===== src/rtl/fetch_unit.sv =====
// Credit-limited instruction fetch unit: issues PC-stage addresses to instruction memory,
// tracks in-flight requests, buffers in-order responses for decode, and discards stale data after a flush.
module fetch_unit #(
    parameter int unsigned BUFFER_DEPTH = 2,
    parameter logic [31:0] NOP_WORD     = 32'h00000000
) (
    input  logic        clock_i,
    input  logic        reset_i,
    input  logic [31:0] address_i,
    input  logic        address_valid_i,
    output logic        address_taken_o,
    output logic        mem_request_o,
    output logic [31:0] mem_address_o,
    input  logic        mem_grant_i,
    input  logic        mem_response_valid_i,
    input  logic [31:0] mem_data_i,
    input  logic        flush_i,
    output logic [31:0] instruction_o,
    output logic [31:0] instruction_address_o,
    output logic        instruction_valid_o,
    input  logic        decode_ready_i
);

    localparam int PTR_W = (BUFFER_DEPTH > 1) ? $clog2(BUFFER_DEPTH) : 1;
    localparam int CNT_W = PTR_W + 1;

    logic [31:0]      buf_data_q  [BUFFER_DEPTH];
    logic [31:0]      buf_addr_q  [BUFFER_DEPTH];
    logic [31:0]      infl_addr_q [BUFFER_DEPTH];

    logic [PTR_W-1:0] buf_head_q, buf_head_d;
    logic [PTR_W-1:0] buf_tail_q, buf_tail_d;
    logic [PTR_W-1:0] infl_head_q, infl_head_d;
    logic [PTR_W-1:0] infl_tail_q, infl_tail_d;
    logic [CNT_W-1:0] buf_cnt_q, buf_cnt_d;
    logic [CNT_W-1:0] infl_cnt_q, infl_cnt_d;
    logic [CNT_W-1:0] disc_cnt_q, disc_cnt_d;

    logic [CNT_W:0]   credit;
    logic             permitted;
    logic             issue;
    logic             resp_live;
    logic             resp_drop;
    logic             consume;

    // Handshakes: a memory request transfers when mem_request_o && mem_grant_i in the same
    // cycle; a buffered instruction transfers when instruction_valid_o && decode_ready_i.
    // Responses carry no ready and must be absorbed on arrival, which the credit limit guarantees.
    always_comb begin
        credit    = {1'b0, buf_cnt_q} + {1'b0, infl_cnt_q} + {1'b0, disc_cnt_q};
        permitted = credit < (CNT_W+1)'(BUFFER_DEPTH);
    end

    assign mem_request_o   = address_valid_i && permitted && !flush_i && !reset_i;
    assign mem_address_o   = address_i;
    assign issue           = mem_request_o && mem_grant_i;
    assign address_taken_o = issue;

    // Stray responses with nothing outstanding (e.g. after reset) fall through both terms.
    assign resp_drop = mem_response_valid_i && (disc_cnt_q != '0);
    assign resp_live = mem_response_valid_i && (disc_cnt_q == '0) && (infl_cnt_q != '0);
    assign consume   = instruction_valid_o && decode_ready_i;

    assign instruction_valid_o   = (buf_cnt_q != '0);
    assign instruction_o         = instruction_valid_o ? buf_data_q[buf_head_q] : NOP_WORD;
    assign instruction_address_o = instruction_valid_o ? buf_addr_q[buf_head_q] : 32'h00000000;

    always_comb begin
        buf_head_d  = buf_head_q;
        buf_tail_d  = buf_tail_q;
        infl_head_d = infl_head_q;
        infl_tail_d = infl_tail_q;
        buf_cnt_d   = buf_cnt_q;
        infl_cnt_d  = infl_cnt_q;
        disc_cnt_d  = disc_cnt_q;
        if (flush_i) begin
            // Everything still owed by memory becomes discard debt; a response landing now pays one.
            buf_head_d  = '0;
            buf_tail_d  = '0;
            infl_head_d = '0;
            infl_tail_d = '0;
            buf_cnt_d   = '0;
            infl_cnt_d  = '0;
            disc_cnt_d  = disc_cnt_q + infl_cnt_q - CNT_W'(resp_drop) - CNT_W'(resp_live);
        end else begin
            if (resp_drop) begin
                disc_cnt_d = disc_cnt_q - 1'b1;
            end
            if (resp_live) begin
                infl_head_d = infl_head_q + 1'b1;
                buf_tail_d  = buf_tail_q + 1'b1;
            end
            if (consume) begin
                buf_head_d = buf_head_q + 1'b1;
            end
            if (issue) begin
                infl_tail_d = infl_tail_q + 1'b1;
            end
            infl_cnt_d = infl_cnt_q + CNT_W'(issue) - CNT_W'(resp_live);
            buf_cnt_d  = buf_cnt_q + CNT_W'(resp_live) - CNT_W'(consume);
        end
    end

    always_ff @(posedge clock_i or posedge reset_i) begin
        if (reset_i) begin
            buf_head_q  <= '0;
            buf_tail_q  <= '0;
            infl_head_q <= '0;
            infl_tail_q <= '0;
            buf_cnt_q   <= '0;
            infl_cnt_q  <= '0;
            disc_cnt_q  <= '0;
        end else begin
            buf_head_q  <= buf_head_d;
            buf_tail_q  <= buf_tail_d;
            infl_head_q <= infl_head_d;
            infl_tail_q <= infl_tail_d;
            buf_cnt_q   <= buf_cnt_d;
            infl_cnt_q  <= infl_cnt_d;
            disc_cnt_q  <= disc_cnt_d;
        end
    end

    // Storage needs no reset: the counts alone decide what is visible.
    always_ff @(posedge clock_i) begin
        if (!flush_i && resp_live) begin
            buf_data_q[buf_tail_q] <= mem_data_i;
            buf_addr_q[buf_tail_q] <= infl_addr_q[infl_head_q];
        end
        if (issue) begin
            infl_addr_q[infl_tail_q] <= address_i;
        end
    end

endmodule

===== config.mk =====
export PLATFORM = sky130hd
export DESIGN_NAME = fetch_unit
export DESIGN_NICKNAME = d
export VERILOG_FILES = /design/src/rtl/fetch_unit.sv
export SDC_FILE = /design/constraint.sdc
export NUM_CORES = 1
export LEC_CHECK = 0
export CAP_MARGIN = 10
export CELL_PAD_IN_SITES_DETAIL_PLACEMENT = 2
export CELL_PAD_IN_SITES_GLOBAL_PLACEMENT = 2
export CORE_ASPECT_RATIO = 0.9
export CORE_MARGIN = 5
export CORE_UTILIZATION = 39
export DETAILED_ROUTE_END_ITERATION = 10
export HOLD_SLACK_MARGIN = 0.03
export PLACE_DENSITY = 0.84
export RECOVER_POWER = 25
export SLEW_MARGIN = 20
export SYNTH_ARGS = -nofsm -noshare
export SYNTH_HDL_FRONTEND = slang
export SYNTH_SLANG_ARGS = --single-unit

===== constraint.sdc =====
create_clock -name clock_i -period 12.14 [get_ports clock_i]
set_input_delay 1.214 -clock clock_i [delete_from_list [all_inputs] [get_ports clock_i]]
set_output_delay 1.214 -clock clock_i [all_outputs]
set_load 0.01 [all_outputs]

=== After elaboration in Yosys (flattened, before gate mapping) ===
Memories as Yosys holds them, arrays and structs flattened.
Cells that the tools add are included.

* $add $sub $neg: 14
* $mul: 0
* Div/mod/pow operators: 0
* Order comparisons: 1
* Equal/unequal tests: 0
* Shift operators: 0
* Muxes and demuxes: 18
* Bitwise operators: 0
* Reductions and logical operators: 19

{| class="wikitable"
|+ Operators with widths
! operator !! count
|-
| 32-bit 2-to-1 mux || 2
|-
| 2-bit nonzero test || 7
|-
| 1-bit 2-to-1 mux || 12
|-
| 1-bit logical AND || 9
|-
| 2-bit 2-to-1 mux || 4
|-
| 2-bit by 1-bit subtractor with 2-bit output || 4
|-
| 1-bit adder, second input constant || 4
|-
| 2-bit by 1-bit adder with 2-bit output || 2
|-
| 2-bit by 2-bit adder with 3-bit output || 1
|-
| 3-bit by 2-bit adder with 3-bit output || 1
|-
| 3-bit by 2-bit < comparator with 1-bit output, second input constant || 1
|-
| 2-bit adder || 1
|-
| 1-bit zero test || 2
|-
| 2-bit zero test || 1
|-
| 2-bit by 1-bit subtractor with 2-bit output, second input constant || 1
|}

* Register bits after elaboration: 10
* Latch bits: 0
* Memory bits (writable): 192
* Memory bits (read-only): 0
* Input port bits: 71
* Word-level logic and storage cells: 62
* Memories: 3

{| class="wikitable"
|+ Memories
! name !! words !! bits a word !! read ports !! clocked after Yosys merged registers in !! write ports !! RTL line !! RTL
|-
| buf_addr_q || 2 || 32 || 1 || 0 || 1 || 28 || <nowiki>logic [31:0] buf_addr_q [BUFFER_DEPTH];</nowiki>
|-
| buf_data_q || 2 || 32 || 1 || 0 || 1 || 27 || <nowiki>logic [31:0] buf_data_q [BUFFER_DEPTH];</nowiki>
|-
| infl_addr_q || 2 || 32 || 1 || 0 || 1 || 29 || <nowiki>logic [31:0] infl_addr_q [BUFFER_DEPTH];</nowiki>
|}

=== Depth between registers and ports, before layout ===
Gate-level depths: netlist of run 1.

* Depth after elaboration: 10
* Gate-level depth with buffers: 11

=== Least setup slack after synthesis of run 1 ===
OpenSTA, ideal clock, no wires.

* Path kind: input port to flip-flop
* Start: input mem_response_valid_i
* End: memory buf_addr_q[1][0], enable pin
* Library setup time: 578 ps
* Arrival: 6138 ps
* Slack: 5423 ps
* Stages: 2
* Path through: o211ai_1 -> nor3b_1

* Cells in the longest elaborated chain, start to end: 5

{| class="wikitable"
|+ RTL lines
! what !! RTL line !! RTL
|-
| start, declared || 15 || <nowiki>input logic mem_response_valid_i,</nowiki>
|-
| 1-bit logical AND (2 in series) || 61 || <nowiki>assign resp_live = mem_response_valid_i && (disc_cnt_q == '0) && (infl_cnt_q != '0);</nowiki>
|-
| 1-bit logical AND || 126 || <nowiki>if (!flush_i && resp_live) begin</nowiki>
|-
| 1-bit 2-to-1 mux || 126 ||
|-
| 1-bit 2-to-1 mux (not written as such) || 128 || <nowiki>buf_addr_q[buf_tail_q] <= infl_addr_q[infl_head_q];</nowiki>
|-
| end, declared || 28 ||
|}

No other way between the ends.

=== Worst setup path in the final report of run 1 ===
* Start: input flush_i
* End: output address_taken_o

* Cells in the longest elaborated chain, start to end: 4

{| class="wikitable"
|+ RTL lines
! what !! RTL line !! RTL
|-
| start, declared || 17 || <nowiki>input logic flush_i,</nowiki>
|-
| 1-bit zero test || 54 || <nowiki>assign mem_request_o = address_valid_i && permitted && !flush_i && !reset_i;</nowiki>
|-
| 1-bit logical AND (2 in series) || 54 ||
|-
| 1-bit logical AND || 56 || <nowiki>assign issue = mem_request_o && mem_grant_i;</nowiki>
|-
| end, declared || 11 || <nowiki>output logic address_taken_o,</nowiki>
|}

No other way between the ends.

==> flow_summary.toml, run 1 <==
[pwr]
switchingPower_uw = 467
p_comb_share_pct = 20.9
pwr-share-clk_pct = 35.7
swShare_pct = 25.2
vdd_drop_max_uv = 88.8
seq_power_share_pct = 43.4
p_int_mw = 1.39
power_density_mw_per_mm2 = 175
p_leak_nw = 3.53

[finish]
post-route-util_pct = 51.4
multiInputGateArea_mm2 = 0.00170
area.growth.synth_to_final_pct = 31.0
regArea_mm2 = 0.00602
antennaDiodeCount = 0
fillers = 1873
drive_gt1_share_pct = 6.75
nNetsFinal = 705

[synth]
yosys.cell_count.top_type = "edfxtp_1"
yosys.area.top_type = "edfxtp_1"
synth_nets = 556
synth_seq_area_share_pct = 74.6
synth_top_flop_cell = "edfxtp_1"
synthCells = 474
synth_common_cells = "192 x edfxtp_1, 71 x nor2_1, 66 x mux2i_1, 33 x mux2_1, 32 x buf_4"
ys.warnings.count = 0
syn_area_per_cell_um2 = 17.0
syn_area_mm2 = 0.00807
synth-edff-count = 192
netlist.area_leader.share_pct = 71.5
ys_types = 27
ys_seq_elements = 202
synth.area.top_cells = "edfxtp_1 71%, mux2i_1 8.2%, mux2_1 4.6%"
async_reset_ff_share_pct = 4.95

[global_routing]
antenna_found_initial = 0
overflow = 0
grt_pass1_wl_um = 29300
grt_pass1_vias = 5022
grt.total_usage_pct = 15.8
grt_max_degree = 45

[die]
die_area_mm2 = 0.0237
core_area_mm2 = 0.0206
start_util_pct = 39.2
boundaryPins = 170
die_w_um = 162
dieHeight_um = 146
num_rows = 50

[sta]
rsz0062_at_grt = "no"
max_freq_ghz = 0.212
setup_ws_ns = 7.42
setup_tns_ns = 0
finalHoldViolations = 0
whs_ns = 0.525
post-route-period-util_pct = 38.9
fin_crit_ns = 4.72
worst_pin_slew_ns = 0.890
setup_viol = 0
finClkSkew_ns = 0.00617
drv_slew = 0
relSlewSlack_pct = 40.6

[drt]
drt-vias-per-instance = 4.83
drc = 0
wirelength_um = 18600
postRouteAntennaNets = 0
drtIter0Drc = 242
wire_per_inst_um = 20.8
num_vias = 4334
first_pass_iters = 4

[critical_path]
worstPathMaxFanout = 14
crit_required_ns = 10.93
arrival_ns = 3.51
cp_slowest_cell = "clkdlybuf4s50_1"
max_stage_delay_ns = 0.72
critPathKind = "input port to output port"
end_kind = "output port"
startpoint_type = "input port"
path_common_cell = "clkdlybuf4s50_1"
crit_path_cell_trace = "clkdlybuf4s50_1 -> or4b_4 -> nor3b_4 -> clkdlybuf4s50_1"

[cts]
clock_path_buffers = 3
cts_made_buffers = 22
numClockSinks = 202
path_clk_slew_ns = 0.06
cts_hold_buf = 0
cts_resized = 0
cts_tree = "done"
cts_setup_buffers = 0
htreeDepth = 1
clkLatencyLatePin_ns = 0.49
root_buffer = "clkbuf_16"

[status]
outcome = "finished, final reports clean"

[placed_design]
portBuffers = 169
dp_slack_ns = 7.39
place_congestion = 0.766
dp_hpwl_um = 12600

[worst_hold_path]
hp-class = "flop to flop"

[flow_run]
cap_violations = 0
==> state kept, by name, summed over array words and instances, names as in the netlist <==
signal,flops
buf_tail_q,1
infl_cnt_q,2
infl_head_q,1
buf_addr_q,64
infl_tail_q,1
buf_cnt_q,2
buf_data_q,64
infl_addr_q,64
buf_head_q,1
disc_cnt_q,2
==> metrics by stage <==
step                instances  power (mW)  cell area, µm²
detailed placement        859        1.22            9860
global placement          858        1.19            9830
CTS                       897        1.89           10600
floorplan                 474        1.01            8070
global route              897        1.95           10600
finish                    897        1.85           10600
==> metal layers <==
layer	global-route usage [%]	up-vias	share of wire, %
li1	-	1990	-
met5	0	-	0
met2	29.3	123	54
met1	18.7	2192	39
met3	3.47	29	4.9
met4	3.59	0	2.0
==> cells in the final DEF (no fill, tap or decap), types with 2 or more instances in the layout <==
cell type	instances
mux2_1	33
buf_4	6
bufinv_16	3
nor2_1	70
mux2i_1	66
inv_1	12
ha_1	8
edfxtp_1	192
xor2_1	6
fa_1	3
clkinv_1	7
dfrtp_1	8
clkbuf_16	23
clkbuf_1	4
dlygate4sd3_1	60
o21ai_1	2
and2b_1	3
xnor2_1	6
clkdlybuf4s50_1	109
==> worst paths after layout <==
| path | start | to | slack [ns] | cells past startpoint |
|---|---|---|---|---|
| min in group asynchronous | reset_i | infl_cnt_q[1]$_DFF_PP0_ | 1.19 | 2 |
| worst min register to register | infl_tail_q$_DFFE_PP0P_ | infl_tail_q$_DFFE_PP0P_ | 0.52 | 1 |
| max in group asynchronous | reset_i | buf_head_q$_DFFE_PP0P_ | 10.61 | 2 |
| worst max register to register | buf_cnt_q[1]$_DFF_PP0_ | infl_addr_q[1][19]$_DFFE_PP_ | 8.71 | 7 |
| worst min-delay path | infl_tail_q$_DFFE_PP0P_ | infl_tail_q$_DFFE_PP0P_ | 0.52 | 1 |
| worst max-delay path | flush_i | address_taken_o | 7.42 | 4 |
==> kinds of logic (layout without fill, tap and decap cells) <==
group	Yosys count	in the layout	share of synthesized area, %
flip-flops	202	202	74.6
XOR/XNOR	12	12	1.30
AND/OR/NAND/NOR	82	82	4.42
buffers and inverters	64	227	4.64
AO/OA/AOI/OAI	4	4	0.310
adder cells (fa/ha/maj)	11	11	1.98
multiplexers	99	99	12.8
==> layout make-up <==
cell class,count,area share (%)
Sequential cell,202,57.0
Clock inverter,11,1.17
Timing Repair Buffer,176,16.7
Tap cell,260,3.08
Inverter,13,0.462
Clock buffer,27,5.59
Multi-Input combinational cell,208,16.1
==> power by group through the flow <==
stage                     Combinational [mW]  Clock [mW]  Sequential, mW
final                                  0.386       0.662           0.805
after global routing                   0.420       0.719           0.807
after CTS                              0.403       0.683           0.806
after detailed placement               0.401           0           0.820
after global placement                 0.364           0           0.831
after floorplan                        0.209           0           0.802
==> worst max-delay path: cells and delay by family <==
family	cells	cell delay, ns
buffers and inverters	2	1.32
and+or+nand+nor	2	0.97
Note: power is estimated with default switching activity, not from simulation.
==> run 2: changes to the inputs <==
--- a/config.mk
+++ b/config.mk
@@ -10,10 +10,10 @@
 export CELL_PAD_IN_SITES_GLOBAL_PLACEMENT = 2
 export CORE_ASPECT_RATIO = 0.9
 export CORE_MARGIN = 5
-export CORE_UTILIZATION = 39
+export CORE_UTILIZATION = 33
 export DETAILED_ROUTE_END_ITERATION = 10
 export HOLD_SLACK_MARGIN = 0.03
-export PLACE_DENSITY = 0.84
+export PLACE_DENSITY = 0.75
 export RECOVER_POWER = 25
 export SLEW_MARGIN = 20
 export SYNTH_ARGS = -nofsm -noshare
==> constraint.sdc (replaced) <==
create_clock -name clock_i -period 3.8 [get_ports clock_i]
set_input_delay 0.38 -clock clock_i [delete_from_list [all_inputs] [get_ports clock_i]]
set_output_delay 0.38 -clock clock_i [all_outputs]
set_load 0.01 [all_outputs]
==> run 2 against run 1 <==
Effect of this change: first-iteration DRC count is 9.5% higher; total power rose to 3.2 times the previous value; register-to-register slack worse by 8.2 ns; non-clock buffer count increased by 4; sequential share of layout area decreased by 0.35 points; final cell count increased by 5.9%; highest routed layer unchanged; sequential power increased to 3.2 times the previous value.
==> flow_summary.toml, run 2 (synthesis results as in run 1) <==
[status]
outcome = "finished, final reports clean"

[pwr]
p_leak_nw = 3.54
power_density_mw_per_mm2 = 551
vdd_drop_max_uv = 350
total_power_mw = 5.86

[critical_path]
r2r_slack_ns = 0.53
max_stage_delay_ns = 0.57
critPathKind = "flop to output port"
reg2reg_from = "buf_cnt_q[1]$_DFF_PP0_"
end_kind = "output port"
ff2ff_path_depth = 9
crit_required_ns = 3.42
crit_path_cell_trace = "inv_1 -> fa_1 -> inv_1 -> ha_1 -> or4b_4 -> nor3b_4 -> clkdlybuf4s50_1"
path_common_cell = "inv_1"
startpoint_type = "flop"
r2r-end = "infl_addr_q[1][28]$_DFFE_PP_"
worstPathMaxFanout = 4
cp_num_buf_inv = 3
cp_slowest_cell = "clkdlybuf4s50_1"
cp_top_family = "adder cells"
arrival_ns = 3.20

[finish]
final_cells = 950
postLayoutCellArea_mm2 = 0.0106
fillers = 2329
antennaDiodeCount = 0
mostFrequentLayoutCells = "192 x edfxtp_1, 108 x clkdlybuf4s50_1, 70 x nor2_1, 66 x mux2i_1, 61 x dlygate4sd3_1"
reg_top3 = "buf_addr_q: 64 flops, buf_data_q: 64 flops, infl_addr_q: 64 flops"
nNetsFinal = 709
area.growth.synth_to_final_pct = 31.9
final_common_cell = "edfxtp_1"
post-route-util_pct = 44.0
drive_gt1_share_pct = 7.94

[worst_hold_path]
hp-class = "input port to async pin"

[drt]
wire_per_inst_um = 20.6
drtIter0Drc = 265
drt-vias-per-instance = 4.61
wirelength_um = 19600
drc = 0
first_pass_iters = 4
postRouteAntennaNets = 0
num_vias = 4383

[global_routing]
antenna_found_initial = 0
overflow = 0
grt_max_degree = 39
grt_pass1_wl_um = 29800
grt_pass1_vias = 5166
grt.total_usage_pct = 13.9

[sta]
relSlewSlack_pct = 40.4
post-route-period-util_pct = 94.3
max_freq_ghz = 0.279
setup_viol = 0
rsz0062_at_grt = "no"
fin_crit_ns = 3.58
finClkSkew_ns = 0.0219
drv_slew = 0
finalHoldViolations = 0
worst_pin_slew_ns = 0.893
setup_tns_ns = 0

[cts]
clock_path_buffers = 3
cts_tree = "done"
numClockSinks = 202
htreeDepth = 1
root_buffer = "clkbuf_16"
cts_hold_buf = 0
path_clk_slew_ns = 0.06
clkLatencyLatePin_ns = 0.51
cts_made_buffers = 22

[die]
num_rows = 54
dieHeight_um = 158
boundaryPins = 170
die_area_mm2 = 0.0277
start_util_pct = 33.4
core_area_mm2 = 0.0242
die_w_um = 175

[placed_design]
postPlaceCellArea_mm2 = 0.00995
portBuffers = 169
place_inst = 910
dp_hpwl_um = 13200
place_congestion = 0.715

[flow_run]
cap_violations = 0
[run 2: worst max path at each step]
stage / startpoint / cells past startpoint / end / slack (ns)
6_report: buf_cnt_q[1]$_DFF_PP0_ / 7 / address_taken_o / 0.22
2_1_floorplan: infl_cnt_q[1]$_DFF_PP0_ / 7 / infl_addr_q[1][0]$_DFFE_PP_ / 0.44
4_1_cts: buf_cnt_q[1]$_DFF_PP0_ / 7 / address_taken_o / 0.006
3_5_place_dp: mem_response_valid_i / 10 / disc_cnt_q[1]$_DFFE_PP0P_ / 0.47
3_3_place_gp: buf_cnt_q[1]$_DFF_PP0_ / 7 / address_taken_o / 0.60
5_1_grt: infl_cnt_q[1]$_DFF_PP0_ / 7 / address_taken_o / 0.09
[run 2: per-stage QoR]
stage                     setup WS (ns)  hold WS (ns)
after floorplan                   0.435         0.220
after global placement            0.599         0.473
after detailed placement          0.466         0.510
after CTS                       0.00629         0.237
after global routing             0.0926         0.392
final                             0.215         0.361
[run 2: repair_timing]
action                     CTS  global route
resized for setup            0             1
setup buffers                0             1
setup endpoints to repair    0             1
[run 2: area by class of cell]
cell class                      instances  area, µm²  area share, %
Clock buffer                           25        562           5.28
Timing Repair Buffer                  180       1790           16.8
Multi-Input combinational cell        208       1710           16.1
Sequential cell                       202       6020           56.6
Tap cell                              308        385           3.62
Inverter                               13       48.8          0.459
Clock inverter                         14        123           1.15
[run 2: worst reg2reg max path, cell delays in order (launching register included)]
cell	delay, ns
dfrtp_2	0.43
inv_1	0.08
fa_1	0.54
inv_1	0.04
ha_1	0.28
or4b_4	0.54
nor3b_4	0.22
buf_4	0.16
and2_2	0.14
buf_4	0.44
[run 2: per-layer routing]
layer  part of all wire (%)  up-vias  track usage (%)
li1                       -     2008                -
met1                     41     2221             16.3
met2                     53      127             26.4
met3                    4.4       27             3.06
met4                    1.9        0             2.95
met5                      0        -                0
[run 2: power breakdown]
part	total [mW]	internal, mW	switching, mW	leakage, nW
Combinational	1.26	0.637	0.621	1.35
Clock	2.04	1.19	0.841	0.336
Sequential	2.57	2.50	0.0725	1.86
Total	5.86	4.33	1.53	3.54
==> run 3: changes to the inputs <==
--- a/config.mk
+++ b/config.mk
@@ -10,10 +10,11 @@
 export CELL_PAD_IN_SITES_GLOBAL_PLACEMENT = 2
 export CORE_ASPECT_RATIO = 0.9
 export CORE_MARGIN = 5
-export CORE_UTILIZATION = 33
+export CORE_UTILIZATION = 48
 export DETAILED_ROUTE_END_ITERATION = 10
+export DONT_BUFFER_PORTS = 1
 export HOLD_SLACK_MARGIN = 0.03
-export PLACE_DENSITY = 0.75
+export PLACE_DENSITY = 0.82
 export RECOVER_POWER = 25
 export SLEW_MARGIN = 20
 export SYNTH_ARGS = -nofsm -noshare
==> constraint.sdc (replaced) <==
create_clock -name clock_i -period 4.6 [get_ports clock_i]
set_input_delay 0.46 -clock clock_i [delete_from_list [all_inputs] [get_ports clock_i]]
set_output_delay 0.46 -clock clock_i [all_outputs]
set_load 0.01 [all_outputs]
==> run 3 against run 2 <==
Effect of this change: first-iteration DRC count down 28%; count of clock-buffer cells in the layout up 7; core utilization up 9.3 points; sequential power down 17%; sequential share of layout area up 11 points; via count down 16%; clock power down 20%; worst setup slack better by 0.92 ns; design area down 17%; flip-flop and latch count unchanged; critical endpoint is now infl_addr_q[0][22]$_DFFE_PP_.
==> flow_summary.toml, run 3 (synthesis results as in run 1) <==
[sta]
finClkSkew_ns = 0.0175
setup_viol = 0
whs_ns = 0.0567
finalHoldViolations = 0
worst_pin_slew_ns = 0.899
rsz0062_at_grt = "no"
fin_crit_ns = 3.47
setup_tns_ns = 0
max_freq_ghz = 0.288
post-route-period-util_pct = 75.4
drv_slew = 0
relSlewSlack_pct = 39.8

[cts]
clkLatencyLatePin_ns = 0.50
root_buffer = "clkbuf_16"
numClockSinks = 202
cts_resized = 0
cts_made_buffers = 22
clock_path_buffers = 3
cts_hold_buf = 2
htreeDepth = 1
cts_tree = "done"
path_clk_slew_ns = 0.06
cts_setup_buffers = 0

[pwr]
p_leak_nw = 2.91
p_int_mw = 3.27
power_density_mw_per_mm2 = 498
seq_power_share_pct = 48.4
vdd_drop_max_uv = 383
swShare_pct = 26.0
pwr-share-clk_pct = 36.9
p_comb_share_pct = 14.7
switchingPower_mw = 1.15

[drt]
wirelength_um = 17200
wire_per_inst_um = 24.9
num_vias = 3696
drt-vias-per-instance = 5.36
drc = 0
postRouteAntennaNets = 0
drtIter0Drc = 192
first_pass_iters = 4

[placed_design]
portBuffers = 0
dp_hpwl_um = 11300
place_congestion = 0.741

[die]
boundaryPins = 170
core_area_mm2 = 0.0167
die_w_um = 147
start_util_pct = 48.4
die_area_mm2 = 0.0195
dieHeight_um = 133
num_rows = 45

[critical_path]
max_stage_delay_ns = 0.76
cp_num_buf_inv = 2
path_common_cell = "inv_1"
critPathKind = "flop to flop"
ff2ff_path_depth = 7
worstPathMaxFanout = 32
cp_slowest_cell = "and2b_2"
reg2reg_from = "buf_cnt_q[1]$_DFF_PP0_"
r2r_slack_ns = 1.13
r2r-end = "infl_addr_q[0][22]$_DFFE_PP_"
startpoint_type = "flop"
end_kind = "flop"
crit_required_ns = 4.71
crit_path_cell_trace = "inv_1 -> fa_1 -> inv_1 -> ha_1 -> or4b_4 -> nor3b_4 -> and2b_2"
arrival_ns = 3.58
cp_top_family = "simple AND/OR/NAND/NOR gates"

[worst_hold_path]
worstHoldPathCells = 0
min_to = "infl_addr_q[0][17]$_DFFE_PP_"
hp-class = "input port to flop"
hold_start = "address_i[17]"

[status]
outcome = "finished, final reports clean"

[global_routing]
grt_pass1_wl_um = 25900
grt.total_usage_pct = 17.4
overflow = 0
grt_max_degree = 47
grt_pass1_vias = 4264
antenna_found_initial = 0

[finish]
antennaDiodeCount = 0
nNetsFinal = 546
post-route-util_pct = 53.3
regArea_mm2 = 0.00602
area.growth.synth_to_final_pct = 10.0
multiInputGateArea_mm2 = 0.00171
drive_gt1_share_pct = 9.19
fillers = 1436
final_common_cell = "edfxtp_1"
reg_top3 = "buf_addr_q: 64 flops, buf_data_q: 64 flops, infl_addr_q: 64 flops"
mostFrequentLayoutCells = "192 x edfxtp_1, 70 x nor2_1, 66 x mux2i_1, 33 x mux2_1, 23 x clkbuf_16"

[flow_run]
cap_violations = 0
-- run 3: metal layers --
layer  global-route usage, %  vias up  part of all wire, %
met5                       0        -                    0
met4                    4.02        0                  2.0
met3                    6.54       25                  8.4
met2                    32.0      140                   53
met1                    19.1     1851                   36
li1                        -     1680                    -
-- run 3: stage by stage --
stage	worst slack (ns)	std cells	cell area, µm²	power, mW
6_report	1.13	690	8880	4.42
5_1_grt	0.939	690	8880	4.63
4_1_cts	1.09	681	8780	4.46
3_5_place_dp	1.10	640	8090	2.82
3_3_place_gp	1.17	640	8090	2.76
2_1_floorplan	0.689	474	8080	2.67
-- run 3: layout make-up --
cell class,count,share of cell area [%]
clock inverters,7,0.676
multi-input cells,208,19.3
repair buffers,17,1.86
well taps,211,2.97
flip-flops and latches,202,67.8
clock buffers,32,6.86
inverters,13,0.550
-- run 3: worst max-delay path by stage --
stage	startpoint	endpoint	slack (ns)	cells after the start
after floorplan	disc_cnt_q[0]$_DFFE_PP0P_	buf_addr_q[1][0]$_DFFE_PP_	0.69	4
after global placement	buf_cnt_q[1]$_DFF_PP0_	infl_addr_q[1][13]$_DFFE_PP_	1.17	7
after detailed placement	buf_cnt_q[1]$_DFF_PP0_	infl_addr_q[1][14]$_DFFE_PP_	1.10	7
after CTS	buf_cnt_q[1]$_DFF_PP0_	infl_addr_q[1][23]$_DFFE_PP_	1.09	7
after global routing	buf_cnt_q[1]$_DFF_PP0_	infl_addr_q[0][25]$_DFFE_PP_	0.94	7
final	buf_cnt_q[1]$_DFF_PP0_	infl_addr_q[0][22]$_DFFE_PP_	1.13	7
-- run 3: power by group through the flow --
stage | Sequential (mW) | Clock [mW] | Combinational (mW)
5_1_grt | 2.15 | 1.76 | 0.724
3_5_place_dp | 2.18 | 0 | 0.638
2_1_floorplan | 2.12 | 0 | 0.552
4_1_cts | 2.14 | 1.68 | 0.647
3_3_place_gp | 2.17 | 0 | 0.589
6_report | 2.14 | 1.63 | 0.651
